## config.mk

```make
export PLATFORM = sky130hd
export DESIGN_NAME = alu_seq
export DESIGN_NICKNAME = d
export VERILOG_FILES = /design/src/rtl/alu_seq.sv
export SDC_FILE = /design/constraint.sdc
export NUM_CORES = 1
export LEC_CHECK = 0
export ABC_AREA = 0
export ABC_CLOCK_PERIOD_IN_PS = 4600
export CAP_MARGIN = 20
export CORE_ASPECT_RATIO = 0.75
export CORE_MARGIN = 8
export CORE_UTILIZATION = 58
export CTS_CLUSTER_DIAMETER = 60
export CTS_CLUSTER_SIZE = 10
export DETAILED_ROUTE_END_ITERATION = 10
export PLACE_DENSITY = 0.81
export REMOVE_ABC_BUFFERS = 1
export SKIP_LAST_GASP = 1
export SLEW_MARGIN = 20
export SYNTH_ARGS = -nofsm -noshare
export SYNTH_HDL_FRONTEND = slang
export SYNTH_SLANG_ARGS = --single-unit
```

## constraint.sdc

```tcl
create_clock -name CLK -period 4.6 [get_ports CLK]
set_input_delay 0.92 -clock CLK [delete_from_list [all_inputs] [get_ports CLK]]
set_output_delay 0.92 -clock CLK [all_outputs]
set_load 0.02 [all_outputs]
```

## src/rtl/alu_seq.sv

```systemverilog
// rtl/alu_seq.sv - sequential mc6502-style ALU with START/BUSY/DONE handshake
// Binary ops take one compute cycle; decimal ADC/SBC walk one BCD digit per cycle.
module alu_seq #(
   parameter int WIDTH = 8,
   parameter int NDIG  = WIDTH / 4
) (
   input  logic             CLK,
   input  logic             RST,
   input  logic             START,
   input  logic [WIDTH-1:0] A,
   input  logic [WIDTH-1:0] B,
   input  logic [3:0]       CTRL,
   input  logic [7:0]       FLAG_IN,
   output logic             BUSY,
   output logic             DONE,
   output logic [WIDTH-1:0] OUT,
   output logic [7:0]       FLAG_OUT
);

   localparam int M  = WIDTH - 1;
   localparam int CW = $clog2(NDIG + 1);
   localparam logic [CW-1:0] LAST = CW'(NDIG);

   localparam logic [3:0] C_INC = 4'h1;
   localparam logic [3:0] C_DEC = 4'h2;
   localparam logic [3:0] C_ASL = 4'h3;
   localparam logic [3:0] C_LSR = 4'h4;
   localparam logic [3:0] C_ROL = 4'h5;
   localparam logic [3:0] C_ROR = 4'h6;
   localparam logic [3:0] C_AND = 4'h7;
   localparam logic [3:0] C_ORA = 4'h8;
   localparam logic [3:0] C_EOR = 4'h9;
   localparam logic [3:0] C_ADC = 4'hA;
   localparam logic [3:0] C_SBC = 4'hB;
   localparam logic [3:0] C_CMP = 4'hC;
   localparam logic [3:0] C_BIT = 4'hD;

   typedef enum logic [1:0] {S_IDLE, S_BIN, S_DEC, S_FIN} state_t;

   state_t           state_q, state_d;
   logic [WIDTH-1:0] a_q, a_d, b_q, b_d, out_q, out_d;
   logic [3:0]       ctrl_q, ctrl_d;
   logic [7:0]       flag_q, flag_d, flag_out_q, flag_out_d;
   logic [CW-1:0]    cnt_q, cnt_d;
   logic             dc_q, dc_d, done_q, done_d, busy_q, busy_d;

   logic [WIDTH-1:0] bop, bin_out;
   logic [WIDTH:0]   sum, cmp_diff;
   logic             bin_v, bin_n, bin_vf, bin_z, bin_c;
   logic [3:0]       a_dig, b_dig, dig;
   logic [4:0]       s, d;
   logic             dig_c;
   logic             unused_flags;

   // N and Z of the incoming P register are always recomputed, never passed through.
   assign unused_flags = flag_q[7] ^ flag_q[1];

   assign bop      = (ctrl_q == C_SBC) ? ~b_q : b_q;
   assign sum      = {1'b0, a_q} + {1'b0, bop} + {{WIDTH{1'b0}}, flag_q[0]};
   assign cmp_diff = {1'b0, a_q} + {1'b0, ~b_q} + {{WIDTH{1'b0}}, 1'b1};
   assign bin_v    = (a_q[M] == bop[M]) && (sum[M] != a_q[M]);

   always_comb begin
      bin_out = a_q;
      bin_c   = flag_q[0];
      bin_vf  = flag_q[6];
      case (ctrl_q)
         C_INC: bin_out = a_q + WIDTH'(1);
         C_DEC: bin_out = a_q - WIDTH'(1);
         C_ASL: begin bin_out = {a_q[M-1:0], 1'b0};      bin_c = a_q[M]; end
         C_LSR: begin bin_out = {1'b0, a_q[M:1]};        bin_c = a_q[0]; end
         C_ROL: begin bin_out = {a_q[M-1:0], flag_q[0]}; bin_c = a_q[M]; end
         C_ROR: begin bin_out = {flag_q[0], a_q[M:1]};   bin_c = a_q[0]; end
         C_AND: bin_out = a_q & b_q;
         C_ORA: bin_out = a_q | b_q;
         C_EOR: bin_out = a_q ^ b_q;
         C_ADC, C_SBC: begin
            bin_out = sum[M:0];
            bin_c   = sum[WIDTH];
            bin_vf  = bin_v;
         end
         C_CMP: bin_c = cmp_diff[WIDTH];
         default: ;
      endcase
      bin_n = bin_out[M];
      bin_z = (bin_out == '0);
      if (ctrl_q == C_CMP) begin
         bin_n = cmp_diff[M];
         bin_z = (a_q == b_q);
      end else if (ctrl_q == C_BIT) begin
         bin_n  = b_q[M];
         bin_vf = b_q[M-1];
         bin_z  = ((a_q & b_q) == '0);
      end
   end

   // One BCD digit step; the +6/+10 corrections only matter modulo 16.
   always_comb begin
      a_dig = '0;
      b_dig = '0;
      for (int k = 0; k < NDIG; k++) begin
         if (cnt_q == CW'(k)) begin
            a_dig = a_q[4*k +: 4];
            b_dig = b_q[4*k +: 4];
         end
      end
      s = {1'b0, a_dig} + {1'b0, b_dig} + {4'b0, dc_q};
      d = {1'b0, a_dig} - {1'b0, b_dig} - {4'b0, ~dc_q};
      if (ctrl_q == C_SBC) begin
         dig_c = ~d[4];
         dig   = d[4] ? d[3:0] + 4'd10 : d[3:0];
      end else begin
         dig_c = (s > 5'd9);
         dig   = dig_c ? s[3:0] + 4'd6 : s[3:0];
      end
   end

   always_comb begin
      state_d    = state_q;
      a_d        = a_q;
      b_d        = b_q;
      ctrl_d     = ctrl_q;
      flag_d     = flag_q;
      cnt_d      = cnt_q;
      dc_d       = dc_q;
      out_d      = out_q;
      flag_out_d = flag_out_q;
      done_d     = 1'b0;
      case (state_q)
         S_IDLE: if (START) begin
            a_d     = A;
            b_d     = B;
            ctrl_d  = CTRL;
            flag_d  = FLAG_IN;
            cnt_d   = '0;
            dc_d    = FLAG_IN[0];
            state_d = ((CTRL == C_ADC || CTRL == C_SBC) && FLAG_IN[3]) ? S_DEC : S_BIN;
         end
         S_BIN: begin
            out_d      = bin_out;
            flag_out_d = {bin_n, bin_vf, flag_q[5:2], bin_z, bin_c};
            done_d     = 1'b1;
            state_d    = S_FIN;
         end
         S_DEC: if (cnt_q == LAST) begin
            flag_out_d = {out_q[M], bin_v, flag_q[5:2], (out_q == '0), dc_q};
            done_d     = 1'b1;
            state_d    = S_FIN;
         end else begin
            for (int k = 0; k < NDIG; k++) begin
               if (cnt_q == CW'(k)) out_d[4*k +: 4] = dig;
            end
            dc_d  = dig_c;
            cnt_d = cnt_q + CW'(1);
         end
         default: state_d = S_IDLE;
      endcase
      busy_d = (state_d != S_IDLE);
   end

   always_ff @(posedge CLK) begin
      if (RST) begin
         state_q    <= S_IDLE;
         a_q        <= '0;
         b_q        <= '0;
         ctrl_q     <= '0;
         flag_q     <= '0;
         cnt_q      <= '0;
         dc_q       <= 1'b0;
         out_q      <= '0;
         flag_out_q <= '0;
         done_q     <= 1'b0;
         busy_q     <= 1'b0;
      end else begin
         state_q    <= state_d;
         a_q        <= a_d;
         b_q        <= b_d;
         ctrl_q     <= ctrl_d;
         flag_q     <= flag_d;
         cnt_q      <= cnt_d;
         dc_q       <= dc_d;
         out_q      <= out_d;
         flag_out_q <= flag_out_d;
         done_q     <= done_d;
         busy_q     <= busy_d;
      end
   end

   assign BUSY     = busy_q;
   assign DONE     = done_q;
   assign OUT      = out_q;
   assign FLAG_OUT = flag_out_q;

endmodule

```

==> results of run 1 <==
==> state kept, by name, summed over array words and instances (netlist names), 2 cells and up <==
signal and cells:
FLAG_OUT 8, OUT 8, a_q 8, b_q 8, cnt_q 2, ctrl_q 4, flag_q 6, state_q 2
==> routing by layer <==
metal  share of wire, %  GRT usage (%)
met1                 46           33.5
met2                 44           38.1
met3                8.2           4.20
met4                1.5           5.80
met5                  0              0
==> cells in the final DEF (no fill, tap or decap), types with 8 or more instances in the layout <==
master           instances
mux2i_1                  9
nor2b_1                 10
inv_1                   51
xnor2_1                 19
ha_1                    54
nor3_1                  10
buf_4                   10
o21ai_0                 22
nand2b_1                 8
o31ai_1                 10
clkdlybuf4s50_1         46
a21oi_1                 65
nor2_1                  53
nand2_1                 96
dfxtp_1                 49
o211ai_1                 9
==> through the flow <==
step | util, % | std cells | total power (W) | hold slack (ns)
floorplan | - | 591 | 0.00182 | 0.430
global placement | 66.0 | 752 | 0.00228 | 0.442
detailed placement | 66.0 | 752 | 0.00234 | 0.450
CTS | 67.4 | 760 | 0.00266 | 0.461
global route | 67.4 | 760 | 0.00289 | 0.489
finish | 67.4 | 760 | 0.00268 | 0.464
==> power groups by stage <==
stage          sequential [W]  combinational [W]  clock [W]
2_1_floorplan        0.000716            0.00110          0
3_3_place_gp         0.000652            0.00163          0
3_5_place_dp         0.000659            0.00168          0
4_1_cts              0.000650            0.00169   0.000320
5_1_grt              0.000666            0.00188   0.000339
6_report             0.000654            0.00171   0.000317
==> kinds of logic after synthesis <==
group	Yosys count	share of synthesized area, %
simple gates	212	20.4
mux	13	3.02
fa+ha+maj	61	17.3
flops	49	20.8
compound gates	180	25.9
xor+xnor	25	4.64
buf+inv	82	7.88
==> worst min-delay path: cells and delay by family, from the launching register on <==
kind | cells | cell delay [ns]
AOI/OAI and AO/OA | 1 | 0.05
DFF | 1 | 0.32
and+or+nand+nor | 1 | 0.05
==> final timing paths <==
path	startpoint	to	cells past startpoint
max	cnt_q[1]	OUT[1]	16
min	flag_q[5]	flag_q[5]	2
max reg2reg	cnt_q[1]	OUT[1]	16
min reg2reg	flag_q[5]	flag_q[5]	2
==> final cells by class <==
type | count | area [sq um] | share of cell area (%)
clock buffer | 6 | 72.6 | 1.37
multi-input combinational | 491 | 3360 | 63.3
clock inverter | 2 | 38.8 | 0.730
tap | 105 | 131 | 2.47
sequential | 49 | 981 | 18.5
inverter | 51 | 191 | 3.60
timing repair buffer | 56 | 536 | 10.1
==> metrics.md, run 1 <==
| Metric | Value |
|---|---|
| Status | `completed` |
| Starting Density | `59.8%` |
| Final setup violating endpoints | `0` |
| Most frequent cell after synthesis | `nand2_1` |
| Area Growth Syn to Fin | `12.7%` |
| Max-Cap Viols | `0` |
| Net Sw Frac | `approximately half` |
| WL/cell | `18.1 microns` |
| CTS buffer count | `5` |
| Syn_area_per_cell | `7.58 sq um` |
| Total GRT Usage | `24.1%` |
| Synth top area cells | `dfxtp_1 21%, ha_1 14%, nand2_1 7.6%, a21oi_1 6.9%, nor2_1 4.2%` |
| Global-route wire length before repair | `22.3 mm` |
| RSZ-0062 raised after global routing | `false` |
| Static Leakage | `2.13 nW` |
| Worst-margin pin slew | `0.997 ns` |
| Worst setup path category | `reg2reg` |
| Postcts setup bufs | `0` |
| Die Y | `94.1 microns` |
| Final Hold Fails | `0` |
| Share of layout cells above drive strength 1 | `4.73%` |
| CTS Buffer Depth | `2` |
| Clock share of power | `11.8%` |
| Main synth FF type | `dfxtp_1` |
| Post-Layout Inst Area | `5310 sq um` |
| Critical path peak fanout | `17` |
| Worst R2R Setup Slack | `between 0.3 and 0.4 ns` |
| Vias | `4699` |
| Yosys reg bits | `49` |
| Min-Delay Path Class | `reg2reg` |
| Final WS setup | `about 0.39 ns` |
| Ant diodes | `0` |
| DIE WIDTH | `120 microns` |
| Ys Warns | `0` |
| Largest net degree at the start of global routing | `33` |
| Initial antenna violation count | `0` |
| Vias in the first global route | `4412` |
| Setup TNS | `0 ns` |
| PD cells | `505 nW/um^2` |
| Share of power burned in registers | `24.3%` |
| Slowest cell on the critical path | `ha_1` |
| Worst skew pair latency | `0.31 ns` |
| Most common library cells after synthesis | `96 x nand2_1, 65 x a21oi_1, 54 x ha_1` |
| Slowest stage delay, CP | `0.54 ns` |
| Post-synth top area cell | `dfxtp_1` |
| Share of the yosys chip area belonging to registers | `about a fifth` |
| H-Tree Depth | `2` |
| CTS sink cnt | `49` |
| CTS resizes | `0` |
| Max-slew headroom | `~33%` |
| Final setup skew | `0.0114 ns` |
| P_int | `~0.0014 W` |
| Critical Path Sink Type | `register` |
| Num ports | `49` |
| Grt total ovfl | `0` |
| Total die area | `11300 sq um` |
| Fmax | `237 MHz` |
| Final min period | `4.21 ns` |
| CTS tree | `built` |
| Synth top area share | `20.8%` |
| Num rows | `28` |
| Drt first pass iters | `5` |
| CP Launch Type | `register` |
| Arr. time, crit path | `4.43 ns` |
| Port bufs | `46` |
| Dpl hpwl | `10.5 mm` |
| Syn Std Cell Area | `4720 sq um` |
| Gate power share | `63.9%` |
| Vias/cell | `6.18` |
| Root Buffer | `clkbuf_8` |
| Async set-reset flop share out of synthesis | `0%` |
| VDD IR max | `441 uV` |
| Placeable Area | `7880 sq um` |
| Critical Path RT | `4.81 ns` |
| Slew Viols, Final | `0` |
| Distinct cells, synth | `68` |
| Post-placement setup slack | `about 0.62 ns` |
| Cells after Synth | `622` |
| Crit-path cells | `inv_1 > ha_1 > nor3_1 > a21oi_1 > fa_1 > inv_1 > fa_1 > xor2_1 > inv_1 > ha_1 > a21boi_0 > o41ai_2 > xnor2_1 > a21oi_1 > a211o_1 > a21oi_1` |
| CP top delay family | `adder cells` |
| GPL Wtd Cong | `between 0.9 and 1` |
| # fillers | `between 600 and 700` |
| NetSw | `0.00129 W` |
| Clk slew on worst S/H paths | `roughly 0.09 ns` |
| Drt drc | `0` |
| Final clock period utilization by the worst path | `about 90%` |
| Nets | `746` |
| Placed Area | `5200 sq um` |
| Number of synthesized flops with an enable pin | `0` |
| Cts hold-fix bufs | `0` |
| Post-route ant nets | `0` |
| Buffers & Inverters on Critical Path | `3` |
| DRT iter0 DRCs | `~540` |
| Final WL | `13.7 mm` |
No activity file was read; power rests on OpenSTA's default activity.
==> run 2: changes to the inputs <==
--- a/config.mk
+++ b/config.mk
@@ -6,15 +6,15 @@
 export NUM_CORES = 1
 export LEC_CHECK = 0
 export ABC_AREA = 0
-export ABC_CLOCK_PERIOD_IN_PS = 4600
+export ABC_CLOCK_PERIOD_IN_PS = 3500
 export CAP_MARGIN = 20
 export CORE_ASPECT_RATIO = 0.75
 export CORE_MARGIN = 8
-export CORE_UTILIZATION = 58
+export CORE_UTILIZATION = 53
 export CTS_CLUSTER_DIAMETER = 60
 export CTS_CLUSTER_SIZE = 10
 export DETAILED_ROUTE_END_ITERATION = 10
-export PLACE_DENSITY = 0.81
+export PLACE_DENSITY = 0.78
 export REMOVE_ABC_BUFFERS = 1
 export SKIP_LAST_GASP = 1
 export SLEW_MARGIN = 20
==> constraint.sdc (replaced) <==
create_clock -name CLK -period 3.5 [get_ports CLK]
set_input_delay 0.7 -clock CLK [delete_from_list [all_inputs] [get_ports CLK]]
set_output_delay 0.7 -clock CLK [all_outputs]
set_load 0.02 [all_outputs]
==> run 2 against run 1 <==
  * Clock skew is 0.0064 ns lower
  * Clock power increased by 72%
  * Worst hold slack got worse by 0.0083 ns
  * Via count increased by 6.1%
  * Power grew 50%
  * Sequential cell count unchanged
  * Critical path depth fell by 1
  * Final cell count is 5.8% higher
  * Largest cell class unchanged
  * Largest power group unchanged
  * Highest routed layer unchanged
==> metrics.md, run 2 (same netlist as run 1, synthesis figures left out) <==
| Metric | Value |
|---|---|
| Status | `completed` |
| Clock share of power | `13.5% (+1.7 points)` |
| Nets | `787 (+5.5%)` |
| Critical path peak fanout | `2 (-15)` |
| NetSw | `0.00186 W (+44%)` |
| Max-slew headroom | `39.4% (+6.1 points)` |
| Critical Path Sink Type | `register` |
| WL/cell | `19.0 microns (+5.0%)` |
| Post-route ant nets | `0 (unchanged)` |
| Vias/cell | `6.20 (+0.30%)` |
| CTS tree | `built` |
| Drt drc | `0 (unchanged)` |
| Area Growth Syn to Fin | `23.2%` |
| R2R depth | `15 (-1)` |
| Total GRT Usage | `24.4% (+0.24 points)` |
| DIE WIDTH | `125 microns (+4.0%)` |
| Pwr Total | `0.00403 W (+50%)` |
| Cts hold-fix bufs | `0 (unchanged)` |
| Final WS setup | `0.142 ns (-0.246 ns)` |
| Die Y | `97.7 microns (+3.8%)` |
| H-Tree Depth | `2 (unchanged)` |
| Total die area | `12200 sq um (+8.0%)` |
| Min-Delay Path Class | `reg2reg` |
| Post-placement setup slack | `-0.244 ns (-0.867 ns)` |
| Root Buffer | `clkbuf_16` |
| CTS buffer count | `5 (unchanged)` |
| Gate power share | `66.1% (+2.2 points)` |
| Buffers & Inverters on Critical Path | `1 (-2)` |
| Slew Viols, Final | `0 (unchanged)` |
| Global-route wire length before repair | `24.5 mm (+10%)` |
| Most common cell after layout, fill and taps aside | `nand2_1` |
| Worst R2R Setup Slack | `0.14 ns (-0.25 ns)` |
| Hold Path End | `flag_q[3]` |
| Final setup violating endpoints | `0 (unchanged)` |
| Slowest cell on the critical path | `o32a_1` |
| Fmax | `298 MHz (+25%)` |
| Num rows | `29 (+3.6%)` |
| CP top delay family | `compound AO/OA/AOI/OAI gates` |
| Drt first pass iters | `5 (unchanged)` |
| PD cells | `694 nW/um^2 (+37%)` |
| Crit-path cells | `nor2b_4 > and2_4 > nand2_2 > xnor2_2 > fa_2 > inv_1 > fa_1 > a21o_1 > a21oi_2 > nor2b_2 > mux2_4 > o21a_1 > o32a_1 > o41ai_2 > o211a_1` |
| Dpl hpwl | `11.4 mm (+7.9%)` |
| Dpl cells | `787 (+4.7%)` |
| Static Leakage | `2.38 nW (+12%)` |
| Reg-to-Reg End | `FLAG_OUT[1]` |
| Most frequent cells in the layout | `95 x nand2_1, 61 x a21oi_1, 53 x nor2_1, 50 x buf_4, 49 x ha_1` |
| Final clock period utilization by the worst path | `95.9% (+4.4 points)` |
| Arr. time, crit path | `3.60 ns (-0.83 ns)` |
| P_int | `0.00218 W (+57%)` |
| CP Launch Type | `register` |
| Hold path start | `flag_q[3]` |
| Port bufs | `46 (unchanged)` |
| Max-Cap Viols | `0 (unchanged)` |
| WHS Path Cells | `2 (unchanged)` |
| Final setup skew | `0.00501 ns (-0.00644 ns)` |
| VDD IR max | `445 uV (+0.95%)` |
| Slowest stage delay, CP | `0.39 ns (-0.15 ns)` |
| Fin cells | `804 (+5.8%)` |
| Grt total ovfl | `0 (unchanged)` |
| Reg2reg start | `ctrl_q[3]` |
| Net Sw Frac | `46.1% (-2.2 points)` |
| Initial antenna violation count | `1 (+1)` |
| Worst skew pair latency | `0.30 ns (about the same)` |
| GPL Wtd Cong | `0.953 (-1.7%)` |
| Critical Path RT | `3.75 ns (-1.06 ns)` |
| Final WL | `15.2 mm (+11%)` |
| Placeable Area | `8560 sq um (+8.6%)` |
| Final Hold Fails | `0 (unchanged)` |
| Share of layout cells above drive strength 1 | `14.5% (+9.8 points)` |
| Final min period | `3.36 ns (-0.854 ns)` |
| CTS Buffer Depth | `2 (unchanged)` |
| Vias in the first global route | `4792 (+8.6%)` |
| Worst setup path category | `reg2reg` |
| Hold slack | `0.455 ns (-0.00830 ns)` |
| Share of power burned in registers | `20.4% (-3.9 points)` |
| Starting Density | `55.1% (-4.8 points)` |
| Num ports | `49 (unchanged)` |
| Worst-margin pin slew | `0.906 ns (-0.0904 ns)` |
| Largest net degree at the start of global routing | `39 (+18%)` |
| DRT iter0 DRCs | `460 (-15%)` |
| Vias | `4986 (+6.1%)` |
| Clk slew on worst S/H paths | `0.07 ns (-0.02 ns)` |
| CTS sink cnt | `49 (unchanged)` |
## run 2: cell count changes in the layout (fill, tap and decap cells not counted), sizes merged
cell	change
buf	+41
clkbuf	-1
diode	+1
## run 2: how the worst max path moves through the flow
stage | endpoint | slack (ns) | cells after the start | start
CTS | OUT[1] | -0.02 | 17 | cnt_q[0]
floorplan | FLAG_OUT[1] | -0.95 | 15 | ctrl_q[3]
detailed placement | OUT[1] | -0.24 | 16 | cnt_q[1]
finish | FLAG_OUT[1] | 0.14 | 15 | ctrl_q[3]
global placement | OUT[1] | 0.006 | 16 | cnt_q[1]
global route | OUT[1] | -0.06 | 19 | cnt_q[0]
## run 2: layer usage
metal	routed length [microns]	vias up	GRT usage [%]
li1	-	2348	-
met1	6650	2339	31.8
met2	6820	255	38.5
met3	1360	44	5.21
met4	416	0	9.24
met5	0	-	0
## run 2: cell type report
type | count | area [sq um]
antenna | 1 | 2.50
clock buffer | 5 | 125
clock inverter | 2 | 35.0
fill | 703 | 2750
inverter | 51 | 191
multi-input combinational | 491 | 3490
sequential | 49 | 987
tap | 108 | 135
timing repair buffer | 97 | 847
## run 2: timing repair
action | 4_1_cts | 5_1_grt
buffers inserted | 2 | 7
pin swaps | 5 | 11
resized for setup | 14 | 23
setup endpoints to repair | 6 | 9
## run 2: power groups by stage
stage                     registers, W  clock network (W)  logic, W
after global routing          0.000840           0.000576   0.00289
after detailed placement      0.000824                  0   0.00242
after CTS                     0.000814           0.000554   0.00248
after floorplan               0.000941                  0   0.00145
final                         0.000823           0.000544   0.00267
after global placement        0.000814                  0   0.00235
## run 2: through the flow
step / setup TNS [ns] / instance area (sq um) / utilization, %
after floorplan: -3.48 / 4540 / -
after global placement: 0 / 5450 / 63.6
after detailed placement: -0.948 / 5450 / 63.6
after CTS: -0.0166 / 5680 / 66.3
after global routing: -0.0722 / 5810 / 67.8
final: 0 / 5810 / 67.8
## run 2: worst register-to-register path: stages, from the launching register on
cell and delay (ns):
dfxtp_2 0.34, nor2b_4 0.15, and2_4 0.15, nand2_2 0.08, xnor2_2 0.18, fa_2 0.23, inv_1 0.05, fa_1 0.38
a21o_1 0.18, a21oi_2 0.21, nor2b_2 0.09, mux2_4 0.30, o21a_1 0.19, o32a_1 0.39, o41ai_2 0.22, o211a_1 0.18
